File: src/rtl/id_ex_hazard_ctrl_pkg.sv
// Shared definitions for the ID/EX hazard controller: FSM state encoding,
// the x0 register index and the sequencing counter width.
package hazard_pkg;

  localparam int CNT_W = 8;

  localparam logic [4:0] REG_X0 = 5'd0;

  typedef logic [CNT_W-1:0] cnt_t;

  typedef enum logic [1:0] {
    RUN        = 2'd0,
    LOAD_STALL = 2'd1,
    MC_WAIT    = 2'd2,
    FLUSH      = 2'd3
  } ctrl_state_e;

endpackage

File: src/rtl/id_ex_hazard_ctrl_if.sv
// Control bus between the pipeline and the ID/EX hazard controller.
// The pipeline side uses the master modport, the controller the slave.
// Optional macro HAZARD_PERF_CNT_EN adds the stall/flush perf counters.
interface id_ex_hazard_ctrl_if;

  // ID stage operands
  logic       id_valid;
  logic [4:0] id_rs1;
  logic       id_rs1_used;
  logic [4:0] id_rs2;
  logic       id_rs2_used;
  logic       id_multicycle;

  // EX stage producer and events
  logic       ex_valid;
  logic [4:0] ex_rd;
  logic       ex_mem_read;
  logic       mc_done;
  logic       redirect;

  // Sequencing enables back to the pipeline
  logic       pc_stall;
  logic       ifid_stall;
  logic       idex_stall;
  logic       idex_bubble;
  logic       ifid_flush;
  logic       idex_flush;
  logic       mc_start;
  logic       mc_timeout;
  logic [1:0] state_o;

`ifdef HAZARD_PERF_CNT_EN
  logic [31:0] stall_cycles;
  logic [15:0] flush_events;

  modport master (
    output id_valid, id_rs1, id_rs1_used, id_rs2, id_rs2_used, id_multicycle,
    output ex_valid, ex_rd, ex_mem_read, mc_done, redirect,
    input  pc_stall, ifid_stall, idex_stall, idex_bubble, ifid_flush, idex_flush,
    input  mc_start, mc_timeout, state_o, stall_cycles, flush_events
  );

  modport slave (
    input  id_valid, id_rs1, id_rs1_used, id_rs2, id_rs2_used, id_multicycle,
    input  ex_valid, ex_rd, ex_mem_read, mc_done, redirect,
    output pc_stall, ifid_stall, idex_stall, idex_bubble, ifid_flush, idex_flush,
    output mc_start, mc_timeout, state_o, stall_cycles, flush_events
  );
`else
  modport master (
    output id_valid, id_rs1, id_rs1_used, id_rs2, id_rs2_used, id_multicycle,
    output ex_valid, ex_rd, ex_mem_read, mc_done, redirect,
    input  pc_stall, ifid_stall, idex_stall, idex_bubble, ifid_flush, idex_flush,
    input  mc_start, mc_timeout, state_o
  );

  modport slave (
    input  id_valid, id_rs1, id_rs1_used, id_rs2, id_rs2_used, id_multicycle,
    input  ex_valid, ex_rd, ex_mem_read, mc_done, redirect,
    output pc_stall, ifid_stall, idex_stall, idex_bubble, ifid_flush, idex_flush,
    output mc_start, mc_timeout, state_o
  );
`endif

endinterface

File: src/rtl/id_ex_hazard_cmp.sv
// Source/destination register match for one operand. A destination of x0
// never matches, and an operand the instruction does not read never matches.
module hazard_cmp
  import hazard_pkg::*;
(
  input  logic [4:0] src,
  input  logic       src_used,
  input  logic [4:0] dst,
  output logic       match
);

  assign match = src_used & (dst != REG_X0) & (src == dst);

endmodule

File: src/rtl/id_ex_hazard_ctrl.sv
// ID/EX pipeline sequencing controller: load-use bubbles, multicycle
// hold with watchdog, and branch-redirect flushes. Outputs are Mealy.
// Optional macro HAZARD_PERF_CNT_EN adds saturating stall/flush counters.
module id_ex_hazard_ctrl
  import hazard_pkg::*;
#(
  parameter int LOAD_USE_STALL = 1,
  parameter int FLUSH_CYCLES   = 1,
  parameter int MC_MAX_CYCLES  = 32
) (
  input logic              clk,
  input logic              rst,
  id_ex_hazard_ctrl_if.slave bus
);

  localparam cnt_t LUS_LAST   = cnt_t'(LOAD_USE_STALL - 1);
  localparam cnt_t FLUSH_LAST = cnt_t'(FLUSH_CYCLES - 1);
  localparam cnt_t MC_LAST    = cnt_t'(MC_MAX_CYCLES - 1);
  localparam bit   LUS_MULTI   = (LOAD_USE_STALL > 1);
  localparam bit   FLUSH_MULTI = (FLUSH_CYCLES > 1);

  ctrl_state_e state, state_n;
  cnt_t        cnt, cnt_n;
  logic        timeout_q, timeout_n;

  logic rs1_hit, rs2_hit, hazard;
  logic pc_stall, ifid_stall, idex_stall, idex_bubble;
  logic ifid_flush, idex_flush, mc_start;

  hazard_cmp u_cmp_rs1 (
    .src      (bus.id_rs1),
    .src_used (bus.id_rs1_used),
    .dst      (bus.ex_rd),
    .match    (rs1_hit)
  );

  hazard_cmp u_cmp_rs2 (
    .src      (bus.id_rs2),
    .src_used (bus.id_rs2_used),
    .dst      (bus.ex_rd),
    .match    (rs2_hit)
  );

  assign hazard = bus.id_valid & bus.ex_valid & bus.ex_mem_read & (rs1_hit | rs2_hit);

  // Next state and Mealy enables; redirect outranks every state's own work
  always_comb begin
    state_n     = state;
    cnt_n       = cnt;
    timeout_n   = timeout_q;
    pc_stall    = 1'b0;
    ifid_stall  = 1'b0;
    idex_stall  = 1'b0;
    idex_bubble = 1'b0;
    ifid_flush  = 1'b0;
    idex_flush  = 1'b0;
    mc_start    = 1'b0;
    if (!rst) begin
      if (bus.redirect) begin
        ifid_flush = 1'b1;
        idex_flush = 1'b1;
        cnt_n      = cnt_t'(1);
        state_n    = FLUSH_MULTI ? FLUSH : RUN;
      end else begin
        case (state)
          RUN: begin
            if (hazard) begin
              pc_stall    = 1'b1;
              ifid_stall  = 1'b1;
              idex_bubble = 1'b1;
              cnt_n       = cnt_t'(1);
              state_n     = LUS_MULTI ? LOAD_STALL : RUN;
            end else if (bus.id_valid && bus.id_multicycle) begin
              mc_start = 1'b1;
              cnt_n    = '0;
              state_n  = MC_WAIT;
            end
          end
          LOAD_STALL: begin
            pc_stall    = 1'b1;
            ifid_stall  = 1'b1;
            idex_bubble = 1'b1;
            cnt_n       = cnt + cnt_t'(1);
            if (cnt == LUS_LAST) state_n = RUN;
          end
          MC_WAIT: begin
            if (bus.mc_done) begin
              state_n = RUN;
            end else if (cnt == MC_LAST) begin
              timeout_n = 1'b1;
              state_n   = RUN;
            end else begin
              pc_stall   = 1'b1;
              ifid_stall = 1'b1;
              idex_stall = 1'b1;
              cnt_n      = cnt + cnt_t'(1);
            end
          end
          FLUSH: begin
            ifid_flush = 1'b1;
            idex_flush = 1'b1;
            cnt_n      = cnt + cnt_t'(1);
            if (cnt == FLUSH_LAST) state_n = RUN;
          end
          default: state_n = RUN;
        endcase
      end
    end
  end

  // State, sequencing counter and sticky watchdog flag
  always_ff @(posedge clk or posedge rst) begin
    if (rst) begin
      state     <= RUN;
      cnt       <= '0;
      timeout_q <= 1'b0;
    end else begin
      state     <= state_n;
      cnt       <= cnt_n;
      timeout_q <= timeout_n;
    end
  end

  assign bus.pc_stall    = pc_stall;
  assign bus.ifid_stall  = ifid_stall;
  assign bus.idex_stall  = idex_stall;
  assign bus.idex_bubble = idex_bubble;
  assign bus.ifid_flush  = ifid_flush;
  assign bus.idex_flush  = idex_flush;
  assign bus.mc_start    = mc_start;
  assign bus.mc_timeout  = timeout_q;
  assign bus.state_o     = state;

`ifdef HAZARD_PERF_CNT_EN
  logic [31:0] stall_cycles_q;
  logic [15:0] flush_events_q;

  // Saturating counts of PC-stall cycles and redirect cycles
  always_ff @(posedge clk or posedge rst) begin
    if (rst) begin
      stall_cycles_q <= '0;
      flush_events_q <= '0;
    end else begin
      if (pc_stall && (stall_cycles_q != '1)) stall_cycles_q <= stall_cycles_q + 32'd1;
      if (bus.redirect && (flush_events_q != '1)) flush_events_q <= flush_events_q + 16'd1;
    end
  end

  assign bus.stall_cycles = stall_cycles_q;
  assign bus.flush_events = flush_events_q;
`endif

endmodule

File: src/flat_wrapper.sv
// flat-port wrapper written by rule: the top's interface ports become plain ports
module id_ex_hazard_ctrl_flat import hazard_pkg::*;
#(
  parameter int LOAD_USE_STALL = 1,
  parameter int FLUSH_CYCLES   = 1,
  parameter int MC_MAX_CYCLES  = 32
)
  (clk, rst, bus_id_valid, bus_id_rs1, bus_id_rs1_used, bus_id_rs2, bus_id_rs2_used, bus_id_multicycle, bus_ex_valid, bus_ex_rd, bus_ex_mem_read, bus_mc_done, bus_redirect, bus_pc_stall, bus_ifid_stall, bus_idex_stall, bus_idex_bubble, bus_ifid_flush, bus_idex_flush, bus_mc_start, bus_mc_timeout, bus_state_o);
  id_ex_hazard_ctrl_if bus_i ();
  input logic clk;
  input logic rst;
  input wire logic [$bits(bus_i.id_valid)-1:0] bus_id_valid;
  input wire logic [$bits(bus_i.id_rs1)-1:0] bus_id_rs1;
  input wire logic [$bits(bus_i.id_rs1_used)-1:0] bus_id_rs1_used;
  input wire logic [$bits(bus_i.id_rs2)-1:0] bus_id_rs2;
  input wire logic [$bits(bus_i.id_rs2_used)-1:0] bus_id_rs2_used;
  input wire logic [$bits(bus_i.id_multicycle)-1:0] bus_id_multicycle;
  input wire logic [$bits(bus_i.ex_valid)-1:0] bus_ex_valid;
  input wire logic [$bits(bus_i.ex_rd)-1:0] bus_ex_rd;
  input wire logic [$bits(bus_i.ex_mem_read)-1:0] bus_ex_mem_read;
  input wire logic [$bits(bus_i.mc_done)-1:0] bus_mc_done;
  input wire logic [$bits(bus_i.redirect)-1:0] bus_redirect;
  output wire logic [$bits(bus_i.pc_stall)-1:0] bus_pc_stall;
  output wire logic [$bits(bus_i.ifid_stall)-1:0] bus_ifid_stall;
  output wire logic [$bits(bus_i.idex_stall)-1:0] bus_idex_stall;
  output wire logic [$bits(bus_i.idex_bubble)-1:0] bus_idex_bubble;
  output wire logic [$bits(bus_i.ifid_flush)-1:0] bus_ifid_flush;
  output wire logic [$bits(bus_i.idex_flush)-1:0] bus_idex_flush;
  output wire logic [$bits(bus_i.mc_start)-1:0] bus_mc_start;
  output wire logic [$bits(bus_i.mc_timeout)-1:0] bus_mc_timeout;
  output wire logic [$bits(bus_i.state_o)-1:0] bus_state_o;
  assign bus_i.id_valid = bus_id_valid;
  assign bus_i.id_rs1 = bus_id_rs1;
  assign bus_i.id_rs1_used = bus_id_rs1_used;
  assign bus_i.id_rs2 = bus_id_rs2;
  assign bus_i.id_rs2_used = bus_id_rs2_used;
  assign bus_i.id_multicycle = bus_id_multicycle;
  assign bus_i.ex_valid = bus_ex_valid;
  assign bus_i.ex_rd = bus_ex_rd;
  assign bus_i.ex_mem_read = bus_ex_mem_read;
  assign bus_i.mc_done = bus_mc_done;
  assign bus_i.redirect = bus_redirect;
  assign bus_pc_stall = bus_i.pc_stall;
  assign bus_ifid_stall = bus_i.ifid_stall;
  assign bus_idex_stall = bus_i.idex_stall;
  assign bus_idex_bubble = bus_i.idex_bubble;
  assign bus_ifid_flush = bus_i.ifid_flush;
  assign bus_idex_flush = bus_i.idex_flush;
  assign bus_mc_start = bus_i.mc_start;
  assign bus_mc_timeout = bus_i.mc_timeout;
  assign bus_state_o = bus_i.state_o;
  id_ex_hazard_ctrl #(.LOAD_USE_STALL(LOAD_USE_STALL), .FLUSH_CYCLES(FLUSH_CYCLES), .MC_MAX_CYCLES(MC_MAX_CYCLES)) u_core (.clk(clk), .rst(rst), .bus(bus_i));
endmodule
File: config.mk
export PLATFORM = sky130hd
export DESIGN_NAME = id_ex_hazard_ctrl_flat
export DESIGN_NICKNAME = d
export VERILOG_FILES = /design/src/rtl/id_ex_hazard_ctrl_pkg.sv /design/src/rtl/id_ex_hazard_ctrl_if.sv /design/src/rtl/id_ex_hazard_cmp.sv /design/src/rtl/id_ex_hazard_ctrl.sv /design/src/flat_wrapper.sv
export SDC_FILE = /design/constraint.sdc
export NUM_CORES = 1
export LEC_CHECK = 0
export ABC_AREA = 1
export ABC_CLOCK_PERIOD_IN_PS = 1500
export CORE_MARGIN = 5
export CORE_UTILIZATION = 49
export CTS_CLUSTER_SIZE = 16
export DETAILED_ROUTE_END_ITERATION = 7
export DONT_BUFFER_PORTS = 1
export PLACE_DENSITY = 0.65
export SLEW_MARGIN = 20
export SYNTH_ARGS = -nofsm -noshare
export SYNTH_HDL_FRONTEND = slang
export SYNTH_SLANG_ARGS = --single-unit
File: constraint.sdc
create_clock -name clk -period 1.5 [get_ports clk]
set_input_delay 0.3 -clock clk [delete_from_list [all_inputs] [get_ports clk]]
set_output_delay 0.3 -clock clk [all_outputs]
set_load 0.01 [all_outputs]
Word level (Yosys, flattened, before mapping)

Cells that the tools add are included.

Bits of input ports: 25
Output and inout bits: 10
Memory bits (writable): 0
Register bits after elaboration: 11
Memories: 0
Bits in latches: 0
Word-level logic and storage cells: 67
Bits in read-only memories: 0

Mux-type cells: 33
Magnitude comparators: 0
Equal/unequal tests: 11
Reductions and logical operators: 8
Add/sub/neg operators: 1
Bitwise logic cells: 11
Multipliers: 0
Shifts and indexed selects: 0
Divide/modulo/power cells: 0

Operators with widths:

| cell                                                  | count |
|---|---|
| two-way mux 8 bit                                     | 5 |
| one-hot mux 8 bit (3 select lines)                    | 1 |
| two-way mux 1 bit                                     | 18 |
| two-way mux 2 bit                                     | 6 |
| == test 5 bit                                         | 2 |
| adder 8 x 1 -> 8 bit, second input constant           | 1 |
| == test 8 x 5 -> 1 bit, second input constant         | 1 |
| zero test 8 bit                                       | 1 |
| AND reduction 4 bit                                   | 2 |
| AND 1 bit                                             | 7 |
| inequality test 3 bit, second input constant          | 2 |
| one-hot mux 2 bit (3 select lines)                    | 1 |
| AND reduction 5 bit                                   | 1 |
| nonzero test 5 bit                                    | 1 |
| == test 2 bit, second input constant                  | 2 |
| inequality test 4 x 2 -> 1 bit, second input constant | 1 |
| inequality test 4 x 3 -> 1 bit, second input constant | 1 |
| inequality test 3 x 1 -> 1 bit, second input constant | 1 |
| inverter 1 bit                                        | 3 |
| one-hot mux 1 bit (3 select lines)                    | 1 |
| == test 2 x 1 -> 1 bit, second input constant         | 1 |
| zero test 2 bit                                       | 1 |
| one-hot mux 1 bit (2 select lines)                    | 1 |
| OR reduction 2 bit                                    | 1 |
| other kinds (2)                                       | 2 |

Depth between registers and ports, before layout

Gate-level depths: netlist of the first run.

Depth after elaboration: 9
Gate-level depth with buffers: 11
Mapped depth without buffers: 11

Hierarchy

Synthesis of the first run repeated with hierarchy kept, for this count alone.

Cell total of the unflattened synthesis: 175
Area, all modules: 1006.0 sq um

By module, submodules not included:

| module            | cells each | times used | area an instance (sq um) | seq. area each (sq um) |
|---|---|---|---|---|
| id_ex_hazard_ctrl | 117        | 1          | 763.2                    | 250.2 |
| hazard_cmp        | 29         | 2          | 121.4                    | 0.0 |

Least setup slack after synthesis of the first run

Ideal clock, no wire load.

Path kind: register to output
Start point: register u_core.cnt[0]
End point: output port bus_pc_stall
Arrival: 1.426 ns
Path slack: -0.226 ns
Required time: 1.200 ns
Buffers on the path: 1
Stages on the path, launching flop included: 8
Path through: dfrtp_1 > ha_1 > nand3_1 > nor2_2 > nand2_2 > nand3_1 > o22ai_1 > buf_4

Cells in the longest elaborated chain, start to end: 6

RTL lines:

| what                               | RTL line                 | text |
|---|---|---|
| start, declared                    | id_ex_hazard_ctrl.sv:23  | `cnt_t cnt, cnt_n;` |
| start signal, assigned             | id_ex_hazard_ctrl.sv:119 | `cnt <= cnt_n;` |
| == test 8 x 5 -> 1 bit             | id_ex_hazard_ctrl.sv:89  | `end else if (cnt == MC_LAST) begin` |
| two-way mux 1 bit (2 in series)    | --                       |  |
| one-hot mux 1 bit (3 select lines) | --                       |  |
| two-way mux 1 bit (2 in series)    | --                       |  |
| end, declared                      | flat_wrapper.sv:23       | `output wire logic [$bits(bus_i.pc_stall)-1:0] bus_pc_stall;` |

Every way passes these cells.

Final worst setup path of the first run

Start point: register u_core.cnt[0]
End point: output port bus_ifid_stall

Cells in the longest elaborated chain, start to end: 6

RTL lines:

| what                               | RTL line                | text |
|---|---|---|
| == test 8 x 5 -> 1 bit             | id_ex_hazard_ctrl.sv:89 |  |
| two-way mux 1 bit                  | id_ex_hazard_ctrl.sv:89 |  |
| two-way mux 1 bit                  | id_ex_hazard_ctrl.sv:87 | `if (bus.mc_done) begin` |
| one-hot mux 1 bit (3 select lines) | id_ex_hazard_ctrl.sv:65 | `case (state)` |
| two-way mux 1 bit                  | id_ex_hazard_ctrl.sv:59 | `if (bus.redirect) begin` |
| two-way mux 1 bit                  | id_ex_hazard_ctrl.sv:58 | `if (!rst) begin` |
| end, declared                      | flat_wrapper.sv:24      | `output wire logic [$bits(bus_i.ifid_stall)-1:0] bus_ifid_stall;` |

Every way passes these cells.

==> impl_results.html, run 1 <==
<table>
<tr><th>Metric</th><th>Value</th></tr>
<tr><th colspan="2">Timing</th></tr>
<tr><td>Fmax achieved</td><td>585.8 MHz</td></tr>
<tr><td>Worst Setup Slack, final</td><td>-0.2071 ns</td></tr>
<tr><td>Final Max Tran Viols</td><td>0</td></tr>
<tr><td>Clock period minus final worst setup slack</td><td>1.707 ns</td></tr>
<tr><td>Final hold violation count</td><td>0</td></tr>
<tr><td>Worst Hold Slack</td><td>0.2056 ns</td></tr>
<tr><td>Final Setup Violations</td><td>11</td></tr>
<tr><td>Post-route clock skew</td><td>0.008712 ns</td></tr>
<tr><td>Setup repair after global routing missed its margin</td><td>yes</td></tr>
<tr><td>Period Utilization, post-route</td><td>1.138</td></tr>
<tr><th colspan="2">Worst hold path</th></tr>
<tr><td>Hold path start</td><td>bus_redirect</td></tr>
<tr><td>Terminating pin of the worst hold path</td><td>u_core.cnt[1]</td></tr>
<tr><td>Kind of path behind the tightest hold check</td><td>input port to register</td></tr>
<tr><td>Cell count of the worst hold path</td><td>3</td></tr>
<tr><th colspan="2">Worst setup path</th></tr>
<tr><td>Ordered list of cells on the worst path</td><td>ha_2 -&gt; nand3_4 -&gt; nor2_4 -&gt; nand2_4 -&gt; nand3_4 -&gt; o22ai_4</td></tr>
<tr><td>Maximum fanout along the worst path</td><td>3</td></tr>
<tr><td>Largest stage delay, worst path</td><td>0.39 ns</td></tr>
<tr><td>Critical R2R Capture</td><td>u_core.cnt[4]</td></tr>
<tr><td>Critical Path Start</td><td>u_core.cnt[0]</td></tr>
<tr><td>Arrival time at the worst endpoint</td><td>roughly 1.4 ns</td></tr>
<tr><td>Beginning of the worst register-to-register path</td><td>u_core.cnt[0]</td></tr>
<tr><td>Critical path startpoint category</td><td>register</td></tr>
<tr><td>Depth of the worst register-to-register path</td><td>9</td></tr>
<tr><td>Cell with the largest stage delay on the worst path</td><td>dfrtp_1</td></tr>
<tr><td>Library cell appearing most often on the critical path</td><td>nand3_4</td></tr>
<tr><td>Endpoint class of the critical path</td><td>output pin</td></tr>
<tr><td>Internal reg-to-reg setup slack</td><td>-0.08 ns</td></tr>
<tr><td>Crit Path Category</td><td>register to output pin</td></tr>
<tr><td>Crit path required time</td><td>1.20 ns</td></tr>
<tr><th colspan="2">Yosys</th></tr>
<tr><td>Fraction of synthesis flops using an asynchronous set or reset pin</td><td>1.000</td></tr>
<tr><td>Proportion of synthesized chip area in sequential cells</td><td>0.2642</td></tr>
<tr><td>Mean area per synthesized cell</td><td>5.920 um2</td></tr>
<tr><td>Yosys synthesis warning count</td><td>0</td></tr>
<tr><td>EDFF count, synth</td><td>0</td></tr>
<tr><td>Netlist cell types</td><td>23</td></tr>
<tr><td>Dominant synthesized flop cell</td><td>dfrtp_1</td></tr>
<tr><td>Combined area of all synthesized cells</td><td>between 900 and 1000 um2</td></tr>
<tr><td>Synthesized netlist net count</td><td>186</td></tr>
<tr><td>Synth Register Bits</td><td>10</td></tr>
<tr><td>Cells after synthesis</td><td>160</td></tr>
<tr><th colspan="2">Pwr</th></tr>
<tr><td>Pwr per Cell Area</td><td>527.0 nW/um2</td></tr>
<tr><td>Leakage power</td><td>roughly 0.63 nW</td></tr>
<tr><td>Maximum vdd drop</td><td>0.2959 mV</td></tr>
<tr><th colspan="2">Routing</th></tr>
<tr><td>Detailed-router iteration count before antenna repair</td><td>4</td></tr>
<tr><td>Total via count after detailed routing</td><td>1,024</td></tr>
<tr><td>Final Routed Wirelength</td><td>2322 um</td></tr>
<tr><td>Iter 0 DRT Violations</td><td>24</td></tr>
<tr><td>Number of remaining DRC errors</td><td>0</td></tr>
<tr><td>Average wire length per cell after detail routing</td><td>11.38 um</td></tr>
<tr><td>Average vias per placed instance</td><td>around 5.0</td></tr>
<tr><td>Final antenna-violating net count</td><td>0</td></tr>
<tr><th colspan="2">Placement</th></tr>
<tr><td>Total half-perimeter wirelength after legalization and detailed placement</td><td>1762 um</td></tr>
<tr><td>Final weighted congestion in routability-driven placement</td><td>0.7899</td></tr>
<tr><td>Number of port buffers</td><td>0</td></tr>
<tr><th colspan="2">Clock tree</th></tr>
<tr><td>Clock root cell</td><td>clkbuf_4</td></tr>
<tr><td>Number of CTS-inserted buffers</td><td>3</td></tr>
<tr><td>Clock latency of the later-clocked register in the worst-skew pair</td><td>0.27 ns</td></tr>
<tr><td>CTS tree</td><td>built</td></tr>
<tr><td>H-tree depth reported by CTS</td><td>1</td></tr>
<tr><td>Clock net sink count</td><td>10</td></tr>
<tr><td>CTS max path bufs</td><td>2</td></tr>
<tr><td>Clk slew on worst S/H paths</td><td>0.07 ns</td></tr>
<tr><th colspan="2">Cells and area</th></tr>
<tr><td>Ant diodes</td><td>0</td></tr>
<tr><td>Multi-input gate area in the final layout</td><td>655.6 um2</td></tr>
<tr><td>Filler cell count</td><td>176</td></tr>
<tr><td>Commonest cells after routing, fill and taps aside</td><td>nand2_1 (51), inv_1 (21), nor2_1 (20)</td></tr>
<tr><td>Most frequent standard cell in the layout excluding fill and tap cells</td><td>nand2_1</td></tr>
<tr><td>Layout Utilization</td><td>0.6316</td></tr>
<tr><td>Layout cell share with drive strength beyond 1</td><td>0.2712</td></tr>
<tr><td>Register area</td><td>250.2 um2</td></tr>
<tr><td>Area growth, synth to finish</td><td>26.82%</td></tr>
<tr><td>Number of nets at the end of the flow</td><td>205</td></tr>
<tr><th colspan="2">Die</th></tr>
<tr><td>Row count</td><td>16</td></tr>
<tr><td>Core outline area</td><td>1902 um2</td></tr>
<tr><td>Initial core utilization</td><td>0.4980</td></tr>
<tr><td>Die area</td><td>a little under 3000 um2</td></tr>
<tr><td>Ports</td><td>35</td></tr>
<tr><td>Die outline width</td><td>53.97 um</td></tr>
<tr><td>Die outline height</td><td>53.97 um</td></tr>
<tr><th colspan="2">Global route</th></tr>
<tr><td>Global-route wire length before repair</td><td>a little under 4000 um</td></tr>
<tr><td>Antenna violations before repair</td><td>0</td></tr>
<tr><td>All-Layer GR Usage</td><td>0.1809</td></tr>
<tr><td>Largest net degree at the start of global routing</td><td>10</td></tr>
<tr><td>Number of global-route vias before repair</td><td>960</td></tr>
<tr><td>Gr ovfl total</td><td>0</td></tr>
<tr><th colspan="2">Status</th></tr>
<tr><td>Failing checks</td><td>setup timing</td></tr>
<tr><td>Result of the run</td><td>finished with violations</td></tr>
<tr><th colspan="2">Flow run</th></tr>
<tr><td>Max Cap Violations</td><td>0</td></tr>
</table>
-- cell families (layout without fill, tap and decap cells) --
| kind of cell | after synthesis | after routing | synth area share |
|---|---|---|---|
| AOI/OAI and AO/OA | 11 | 11 | 0.07398 |
| xor gates and xnor gates | 1 | 1 | 0.009249 |
| adders and majority gates | 1 | 1 | 0.01321 |
| buffers and inverters | 29 | 46 | 0.1268 |
| DFF | 10 | 10 | 0.2642 |
| other | 1 | 1 | 0.003959 |
| and+or+nand+nor | 107 | 107 | 0.5086 |
-- how the worst max path moves through the flow --
stage | slack (ns) | to
after floorplan | -0.03 | bus_pc_stall
after global placement | 0.008 | u_core.cnt[6]
after detailed placement | -0.05 | u_core.cnt[0]
after CTS | -0.19 | bus_pc_stall
after global routing | -0.27 | bus_ifid_stall
final | -0.21 | bus_ifid_stall
-- final cells by class --
class | count | area share
multi-input cells | 121 | 0.5458
flip-flops and latches | 10 | 0.2083
repair buffers | 17 | 0.1177
well taps | 27 | 0.02813
clock buffers | 3 | 0.01875
inverters | 26 | 0.08125
-- where the power goes --
part / switching, mW / total (mW) / internal, mW
clock: 0.0916 / 0.184 / 0.0926
combinational: 0.0981 / 0.165 / 0.0673
sequential: 0.00577 / 0.283 / 0.278
total: 0.195 / 0.633 / 0.438
-- sequential cells by signal, summed over array words and instances, names as in the netlist --
| register | flops |
|---|---|
| u_core.bus.mc_timeout | 1 |
| u_core.bus.state_o | 1 |
| u_core.cnt | 8 |
-- repair_timing --
action                                  CTS  global route
endpoints found under the hold margin     4             0
hold buffers                              1             0
pin swaps                                 3             5
endpoints found under the setup margin   12            11
buffers inserted                          7             3
resized for setup                         2            12
gates cloned                              0             0
-- critical path, delay by kind of cell, from the launching register on --
family	cells	cell delay [ns]
AO/OA/AOI/OAI	1	0.23
adder cells (fa/ha/maj)	1	0.21
flip-flops	1	0.39
AND/OR/NAND/NOR	4	0.30
-- cell usage after synthesis, types with 3 or more instances --
cell type / count / area, um2
buf_4: 3 / 22.52
nor2_2: 4 / 25.02
inv_1: 21 / 78.83
nand2_1: 55 / 206.5
inv_2: 5 / 18.77
nand3_1: 17 / 85.08
nand2_2: 3 / 18.77
a21oi_1: 4 / 20.02
dfrtp_1: 10 / 250.2
o21ai_0: 3 / 15.01
nor2_1: 21 / 78.83
-- per-layer routing --
metal,GRT usage,vias up,share of wire
li1,-,525,-
met4,0.07660,0,0.019
met1,0.2081,469,0.41
met5,0,-,0
met2,0.3266,25,0.52
met3,0.02770,5,0.052
-- metrics by stage --
stage,setup TNS [ns],setup WS (ns),std cells,area (um2),power [mW]
2_1_floorplan,-0.03088,-0.03088,160,984.7,0.4004
3_3_place_gp,0,0.007938,190,1037,0.4282
3_5_place_dp,-0.3033,-0.04838,190,1037,0.4329
4_1_cts,-1.070,-0.1912,201,1130,0.6254
5_1_grt,-2.136,-0.2683,204,1201,0.6691
6_report,-1.135,-0.2071,204,1201,0.6330
Power figures use the tool's default switching activity.
==> run 2, diff against run 1 <==
- SETUP_SLACK_MARGIN: unset -> 0.15
==> impl_results.html, run 2 (synthesized netlist as in run 1, its figures left out) <==
<table>
<tr><th>Metric</th><th>Value</th></tr>
<tr><th colspan="2">Placement</th></tr>
<tr><td>Total half-perimeter wirelength after legalization and detailed placement</td><td>around 1800 um</td></tr>
<tr><td>Placed Cells incl. Taps</td><td>roughly 190</td></tr>
<tr><td>Final weighted congestion in routability-driven placement</td><td>around 0.78</td></tr>
<tr><td>Number of port buffers</td><td>0</td></tr>
<tr><th colspan="2">Die</th></tr>
<tr><td>Core outline area</td><td>1902 um2</td></tr>
<tr><td>Die outline width</td><td>around 54 um</td></tr>
<tr><td>Initial core utilization</td><td>0.4980</td></tr>
<tr><td>Die outline height</td><td>roughly 54 um</td></tr>
<tr><td>Die area</td><td>2912 um2</td></tr>
<tr><td>Ports</td><td>35</td></tr>
<tr><td>Row count</td><td>16</td></tr>
<tr><th colspan="2">Global route</th></tr>
<tr><td>Number of global-route vias before repair</td><td>983</td></tr>
<tr><td>Antenna violations before repair</td><td>0</td></tr>
<tr><td>Largest net degree at the start of global routing</td><td>10</td></tr>
<tr><td>All-Layer GR Usage</td><td>0.1715</td></tr>
<tr><td>Global-route wire length before repair</td><td>3726 um</td></tr>
<tr><td>Gr ovfl total</td><td>0</td></tr>
<tr><th colspan="2">Flow run</th></tr>
<tr><td>Max Cap Violations</td><td>0</td></tr>
<tr><th colspan="2">Timing</th></tr>
<tr><td>Final Setup Violations</td><td>11</td></tr>
<tr><td>Clock period minus final worst setup slack</td><td>1.714 ns</td></tr>
<tr><td>Post-route clock skew</td><td>between 0.008 and 0.009 ns</td></tr>
<tr><td>Final hold violation count</td><td>0</td></tr>
<tr><td>Period Utilization, post-route</td><td>1.143</td></tr>
<tr><td>Fmax achieved</td><td>583.5 MHz</td></tr>
<tr><td>Setup repair after global routing missed its margin</td><td>yes</td></tr>
<tr><td>Final Max Tran Viols</td><td>0</td></tr>
<tr><td>Worst Setup Slack, final</td><td>-0.2138 ns</td></tr>
<tr><th colspan="2">Pwr</th></tr>
<tr><td>Power, Total</td><td>slightly below 700 uW</td></tr>
<tr><td>Leakage power</td><td>about 0.64 nW</td></tr>
<tr><td>Pwr per Cell Area</td><td>562.5 nW/um2</td></tr>
<tr><td>Maximum vdd drop</td><td>0.3772 mV</td></tr>
<tr><th colspan="2">Worst setup path</th></tr>
<tr><td>Combined buffer and inverter count along the critical path</td><td>1</td></tr>
<tr><td>Endpoint class of the critical path</td><td>output pin</td></tr>
<tr><td>Arrival time at the worst endpoint</td><td>around 1.4 ns</td></tr>
<tr><td>Largest stage delay, worst path</td><td>0.39 ns</td></tr>
<tr><td>Crit path required time</td><td>1.20 ns</td></tr>
<tr><td>Crit Path Category</td><td>register to output pin</td></tr>
<tr><td>Cell with the largest stage delay on the worst path</td><td>dfrtp_1</td></tr>
<tr><td>Maximum fanout along the worst path</td><td>3</td></tr>
<tr><td>Ordered list of cells on the worst path</td><td>ha_2 -&gt; nand3_4 -&gt; nor2_4 -&gt; nand2_2 -&gt; nand3_4 -&gt; buf_4 -&gt; nor2_4</td></tr>
<tr><td>Critical path startpoint category</td><td>register</td></tr>
<tr><td>Worst path top cell family by delay</td><td>flip-flops</td></tr>
<tr><th colspan="2">Cells and area</th></tr>
<tr><td>Commonest cells after routing, fill and taps aside</td><td>nand2_1 (53), inv_1 (20), nor2_1 (18)</td></tr>
<tr><td>Ant diodes</td><td>0</td></tr>
<tr><td>Number of nets at the end of the flow</td><td>206</td></tr>
<tr><td>Register with the most flip-flops</td><td>u_core.cnt</td></tr>
<tr><td>Area growth, synth to finish</td><td>30.65%</td></tr>
<tr><td>Number of flip-flops in the largest register</td><td>8</td></tr>
<tr><td>Layout cell share with drive strength beyond 1</td><td>0.2737</td></tr>
<tr><td>Most frequent standard cell in the layout excluding fill and tap cells</td><td>nand2_1</td></tr>
<tr><td>Post-layout instance count excluding filler cells</td><td>206</td></tr>
<tr><th colspan="2">Routing</th></tr>
<tr><td>Average vias per placed instance</td><td>4.956</td></tr>
<tr><td>Total via count after detailed routing</td><td>~1,000</td></tr>
<tr><td>Final Routed Wirelength</td><td>2275 um</td></tr>
<tr><td>Number of remaining DRC errors</td><td>0</td></tr>
<tr><td>Final antenna-violating net count</td><td>0</td></tr>
<tr><td>Average wire length per cell after detail routing</td><td>roughly 11 um</td></tr>
<tr><td>Iter 0 DRT Violations</td><td>9</td></tr>
<tr><td>Detailed-router iteration count before antenna repair</td><td>4</td></tr>
<tr><th colspan="2">Status</th></tr>
<tr><td>Failing checks</td><td>setup timing</td></tr>
<tr><td>Result of the run</td><td>finished with violations</td></tr>
<tr><th colspan="2">Clock tree</th></tr>
<tr><td>CTS tree</td><td>built</td></tr>
<tr><td>CTS max path bufs</td><td>2</td></tr>
<tr><td>Number of CTS-inserted buffers</td><td>3</td></tr>
<tr><td>Clock latency of the later-clocked register in the worst-skew pair</td><td>0.26 ns</td></tr>
<tr><td>Clk slew on worst S/H paths</td><td>approximately 0.08 ns</td></tr>
<tr><td>Clock root cell</td><td>clkbuf_4</td></tr>
<tr><td>H-tree depth reported by CTS</td><td>1</td></tr>
<tr><td>Clock net sink count</td><td>10</td></tr>
<tr><th colspan="2">Worst hold path</th></tr>
<tr><td>Kind of path behind the tightest hold check</td><td>input port to register</td></tr>
</table>
run 2: cell types whose count changed in the layout (fill, tap and decap cells not counted), moves of 2 or more:
cell / delta
nand3_2: -3
nand2_1: +2
nand3_1: +2
nor2_4: +3
nor2_1: -2
nand2_2: -2
run 2: area by class of cell:
| class | count | area, um2 |
|---|---|---|
| multi-input combinational | 121 | 668.1 |
| fill | 182 | 664.4 |
| sequential | 10 | 250.2 |
| timing repair buffer | 18 | 148.9 |
| inverter | 26 | 100.1 |
| clock buffer | 4 | 36.28 |
| tap | 27 | 33.78 |
run 2: worst register-to-register path: stages, from the launching register on:
cell and delay [ns]:
dfrtp_1 0.39, ha_2 0.21, nand3_4 0.09, nor2_4 0.04, nand2_2 0.08, buf_4 0.12
nand2_2 0.05, a21oi_4 0.20, buf_6 0.14, nand3_1 0.08, nand2_1 0.08
run 2: metrics by stage:
stage | hold slack [ns] | utilization | instance area [um2] | setup TNS (ns) | setup slack [ns]
6_report | 0.2170 | 0.6507 | 1237 | -0.9509 | -0.2138
5_1_grt | 0.2291 | 0.6507 | 1237 | -2.022 | -0.2874
4_1_cts | 0.2143 | 0.6066 | 1154 | -1.038 | -0.2011
3_5_place_dp | 0.1188 | 0.5493 | 1045 | -0.3266 | -0.05256
3_3_place_gp | 0.1178 | 0.5493 | 1045 | -0.07898 | -0.02429
2_1_floorplan | 0.1567 | - | 984.7 | -0.03072 | -0.03072
run 2: final timing paths:
kind / from / to / slack (ns) / cells past startpoint
max in group asynchronous: rst / u_core.cnt[4] / 0.72 / 3
hold reg to reg: u_core.cnt[7] / u_core.cnt[7] / 0.55 / 2
setup / recovery: u_core.cnt[0] / bus_idex_stall / -0.21 / 7
min in group asynchronous: rst / u_core.bus.mc_timeout / 0.40 / 2
setup reg to reg: u_core.cnt[0] / u_core.cnt[2] / -0.05 / 10
hold / removal: bus_redirect / u_core.cnt[1] / 0.22 / 3
run 2: metal layers:
metal  GRT usage  vias up  routed length [um]
li1            -      525                   -
met1      0.1739      468                 882
met2      0.3488       26                1235
met4     0.05106        0                  19
met3     0.02493        2                 138
met5           0        -                   0
run 2: power breakdown:
| part | leakage, nW | switching (mW) | internal [mW] |
|---|---|---|---|
| registers | 0.137 | 0.00658 | 0.278 |
| logic | 0.484 | 0.0994 | 0.0698 |
| clock network | 0.0210 | 0.0956 | 0.147 |
run 2: timing repair:
action | in CTS | in global routing
hold buffers | 1 | 0
setup endpoints to repair | 13 | 15
buffers inserted | 5 | 5
resized for setup | 6 | 13
pin swaps | 3 | 6
hold endpoints to repair | 4 | 0
==> run 3, diff against run 2 <==
- CTS_BUF_LIST: unset -> sky130_fd_sc_hd__clkbuf_16
==> impl_results.html, run 3 (synthesized netlist as in run 1, its figures left out) <==
<table>
<tr><th>Metric</th><th>Value</th></tr>
<tr><th colspan="2">Die</th></tr>
<tr><td>Die outline width</td><td>53.97 um</td></tr>
<tr><td>Row count</td><td>16</td></tr>
<tr><td>Initial core utilization</td><td>0.4980</td></tr>
<tr><td>Die outline height</td><td>53.97 um</td></tr>
<tr><td>Core outline area</td><td>1902 um2</td></tr>
<tr><td>Ports</td><td>35</td></tr>
<tr><td>Die area</td><td>2912 um2</td></tr>
<tr><th colspan="2">Global route</th></tr>
<tr><td>All-Layer GR Usage</td><td>0.1789</td></tr>
<tr><td>Met3 usage</td><td>0.04709</td></tr>
<tr><td>Number of global-route vias before repair</td><td>993</td></tr>
<tr><td>Global-route wire length before repair</td><td>around 3800 um</td></tr>
<tr><td>Most heavily used metal layer in global routing</td><td>met2</td></tr>
<tr><td>Antenna violations before repair</td><td>0</td></tr>
<tr><td>Met1 track utilization from global routing</td><td>0.1756</td></tr>
<tr><td>Gr ovfl total</td><td>0</td></tr>
<tr><td>Largest net degree at the start of global routing</td><td>10</td></tr>
<tr><td>Global-route track usage on met2</td><td>0.3468</td></tr>
<tr><th colspan="2">Status</th></tr>
<tr><td>Failing checks</td><td>setup timing</td></tr>
<tr><td>Result of the run</td><td>finished with violations</td></tr>
<tr><th colspan="2">Pwr</th></tr>
<tr><td>Maximum vdd drop</td><td>0.3524 mV</td></tr>
<tr><td>Leakage power</td><td>0.6660 nW</td></tr>
<tr><td>Pwr per Cell Area</td><td>about 700 nW/um2</td></tr>
<tr><th colspan="2">Clock tree</th></tr>
<tr><td>CTS tree</td><td>built</td></tr>
<tr><td>CTS max path bufs</td><td>2</td></tr>
<tr><td>Clk slew on worst S/H paths</td><td>0.04 ns</td></tr>
<tr><td>Clock latency of the later-clocked register in the worst-skew pair</td><td>0.24 ns</td></tr>
<tr><td>Clock root cell</td><td>clkbuf_16</td></tr>
<tr><td>Clock net sink count</td><td>10</td></tr>
<tr><td>H-tree depth reported by CTS</td><td>1</td></tr>
<tr><td>Number of CTS-inserted buffers</td><td>3</td></tr>
<tr><th colspan="2">Placement</th></tr>
<tr><td>Total half-perimeter wirelength after legalization and detailed placement</td><td>approximately 1800 um</td></tr>
<tr><td>Final weighted congestion in routability-driven placement</td><td>0.7831</td></tr>
<tr><td>Placed Cells incl. Taps</td><td>191</td></tr>
<tr><td>Number of port buffers</td><td>0</td></tr>
<tr><th colspan="2">Timing</th></tr>
<tr><td>Final Max Tran Viols</td><td>0</td></tr>
<tr><td>Period Utilization, post-route</td><td>1.098</td></tr>
<tr><td>Setup repair after global routing missed its margin</td><td>yes</td></tr>
<tr><td>Post-route clock skew</td><td>roughly 0.0019 ns</td></tr>
<tr><td>Final hold violation count</td><td>0</td></tr>
<tr><td>Clock period minus final worst setup slack</td><td>1.647 ns</td></tr>
<tr><td>Worst Setup Slack, final</td><td>-0.1467 ns</td></tr>
<tr><td>Fmax achieved</td><td>607.3 MHz</td></tr>
<tr><td>Worst Hold Slack</td><td>0.2558 ns</td></tr>
<tr><td>Final Setup Violations</td><td>11</td></tr>
<tr><th colspan="2">Cells and area</th></tr>
<tr><td>Commonest cells after routing, fill and taps aside</td><td>nand2_1 (45), nor2_1 (19), inv_1 (18)</td></tr>
<tr><td>Number of flip-flops in the largest register</td><td>8</td></tr>
<tr><td>Post-layout instance count excluding filler cells</td><td>roughly 200</td></tr>
<tr><td>Layout cell share with drive strength beyond 1</td><td>0.3184</td></tr>
<tr><td>Ant diodes</td><td>0</td></tr>
<tr><td>Number of nets at the end of the flow</td><td>a little over 200</td></tr>
<tr><td>Register with the most flip-flops</td><td>u_core.cnt</td></tr>
<tr><td>Layout Utilization</td><td>0.6836</td></tr>
<tr><td>Area growth, synth to finish</td><td>37.25%</td></tr>
<tr><td>Most frequent standard cell in the layout excluding fill and tap cells</td><td>nand2_1</td></tr>
<tr><th colspan="2">Worst setup path</th></tr>
<tr><td>Crit Path Category</td><td>register to output pin</td></tr>
<tr><td>Arrival time at the worst endpoint</td><td>1.35 ns</td></tr>
<tr><td>Endpoint class of the critical path</td><td>output pin</td></tr>
<tr><td>Maximum fanout along the worst path</td><td>3</td></tr>
<tr><td>Crit path required time</td><td>around 1.2 ns</td></tr>
<tr><td>Critical path startpoint category</td><td>register</td></tr>
<tr><th colspan="2">Routing</th></tr>
<tr><td>Total via count after detailed routing</td><td>1,015</td></tr>
<tr><td>Detailed-router iteration count before antenna repair</td><td>4</td></tr>
<tr><td>Final antenna-violating net count</td><td>0</td></tr>
<tr><td>Iter 0 DRT Violations</td><td>10</td></tr>
<tr><td>Average wire length per cell after detail routing</td><td>between 10 and 15 um</td></tr>
<tr><td>Final Routed Wirelength</td><td>2482 um</td></tr>
<tr><td>Average vias per placed instance</td><td>about 4.9</td></tr>
<tr><td>Number of remaining DRC errors</td><td>0</td></tr>
<tr><th colspan="2">Flow run</th></tr>
<tr><td>Max Cap Violations</td><td>0</td></tr>
<tr><th colspan="2">Worst hold path</th></tr>
<tr><td>Kind of path behind the tightest hold check</td><td>input port to register</td></tr>
</table>
## run 3: changes by cell type in the layout (fill, tap and decap cells not counted), sizes merged
cell	before	now
clkbuf	4	3
clkinv	0	1
## run 3: final cells by class
class                      count  area (um2)
multi-input combinational    121       685.7
fill                         175       601.8
sequential                    10       250.2
timing repair buffer          18       148.9
inverter                      26       102.6
clock buffer                   3       75.07
tap                           27       33.78
clock inverter                 1       3.754
## run 3: repair_timing
action / 4_1_cts / 5_1_grt
pin swaps: 3 / 11
hold endpoints to repair: 4 / 0
hold buffers: 1 / 0
gates resized for setup: 7 / 23
buffers inserted: 4 / 6
setup endpoints to repair: 12 / 13
## run 3: stage by stage
stage	cell area [um2]	worst slack (ns)	TNS (ns)	total power [mW]
2_1_floorplan	984.7	-0.03072	-0.03072	0.4003
3_3_place_gp	1045	-0.02429	-0.07898	0.4283
3_5_place_dp	1045	-0.05256	-0.3266	0.4313
4_1_cts	1199	-0.1688	-1.277	0.9106
5_1_grt	1300	-0.2370	-2.254	0.9666
6_report	1300	-0.1467	-1.237	0.9331
## run 3: final timing paths
kind / start / endpoint / slack [ns] / cells after the start
min reg2reg: u_core.cnt[7] / u_core.cnt[7] / 0.54 / 2
max: u_core.cnt[0] / bus_ifid_stall / -0.15 / 6
min: bus_redirect / u_core.cnt[1] / 0.26 / 3
max in group asynchronous: rst / u_core.cnt[0] / 0.69 / 3
max reg2reg: u_core.cnt[0] / u_core.cnt[0] / -0.12 / 10
min in group asynchronous: rst / u_core.cnt[7] / 0.44 / 2
## run 3: routing by layer
metal | vias up | routed length [um]
met3 | 4 | 123
met2 | 22 | 1358
met1 | 465 | 970
met4 | 0 | 30
met5 | - | 0
li1 | 524 | -
## run 3: critical path: stages, from the launching register on
cell and delay [ns]:
dfrtp_1 0.38, ha_2 0.21, nand3_4 0.09, nor2_4 0.04
nand2_4 0.08, nand3_4 0.08, o22ai_4 0.23
## run 3: power breakdown
part	internal [mW]	leakage [nW]	total (mW)	switching (mW)
registers	0.279	0.137	0.286	0.00644
clock network	0.349	0.0385	0.474	0.124
logic	0.0702	0.491	0.174	0.104
total	0.699	0.666	0.933	0.234
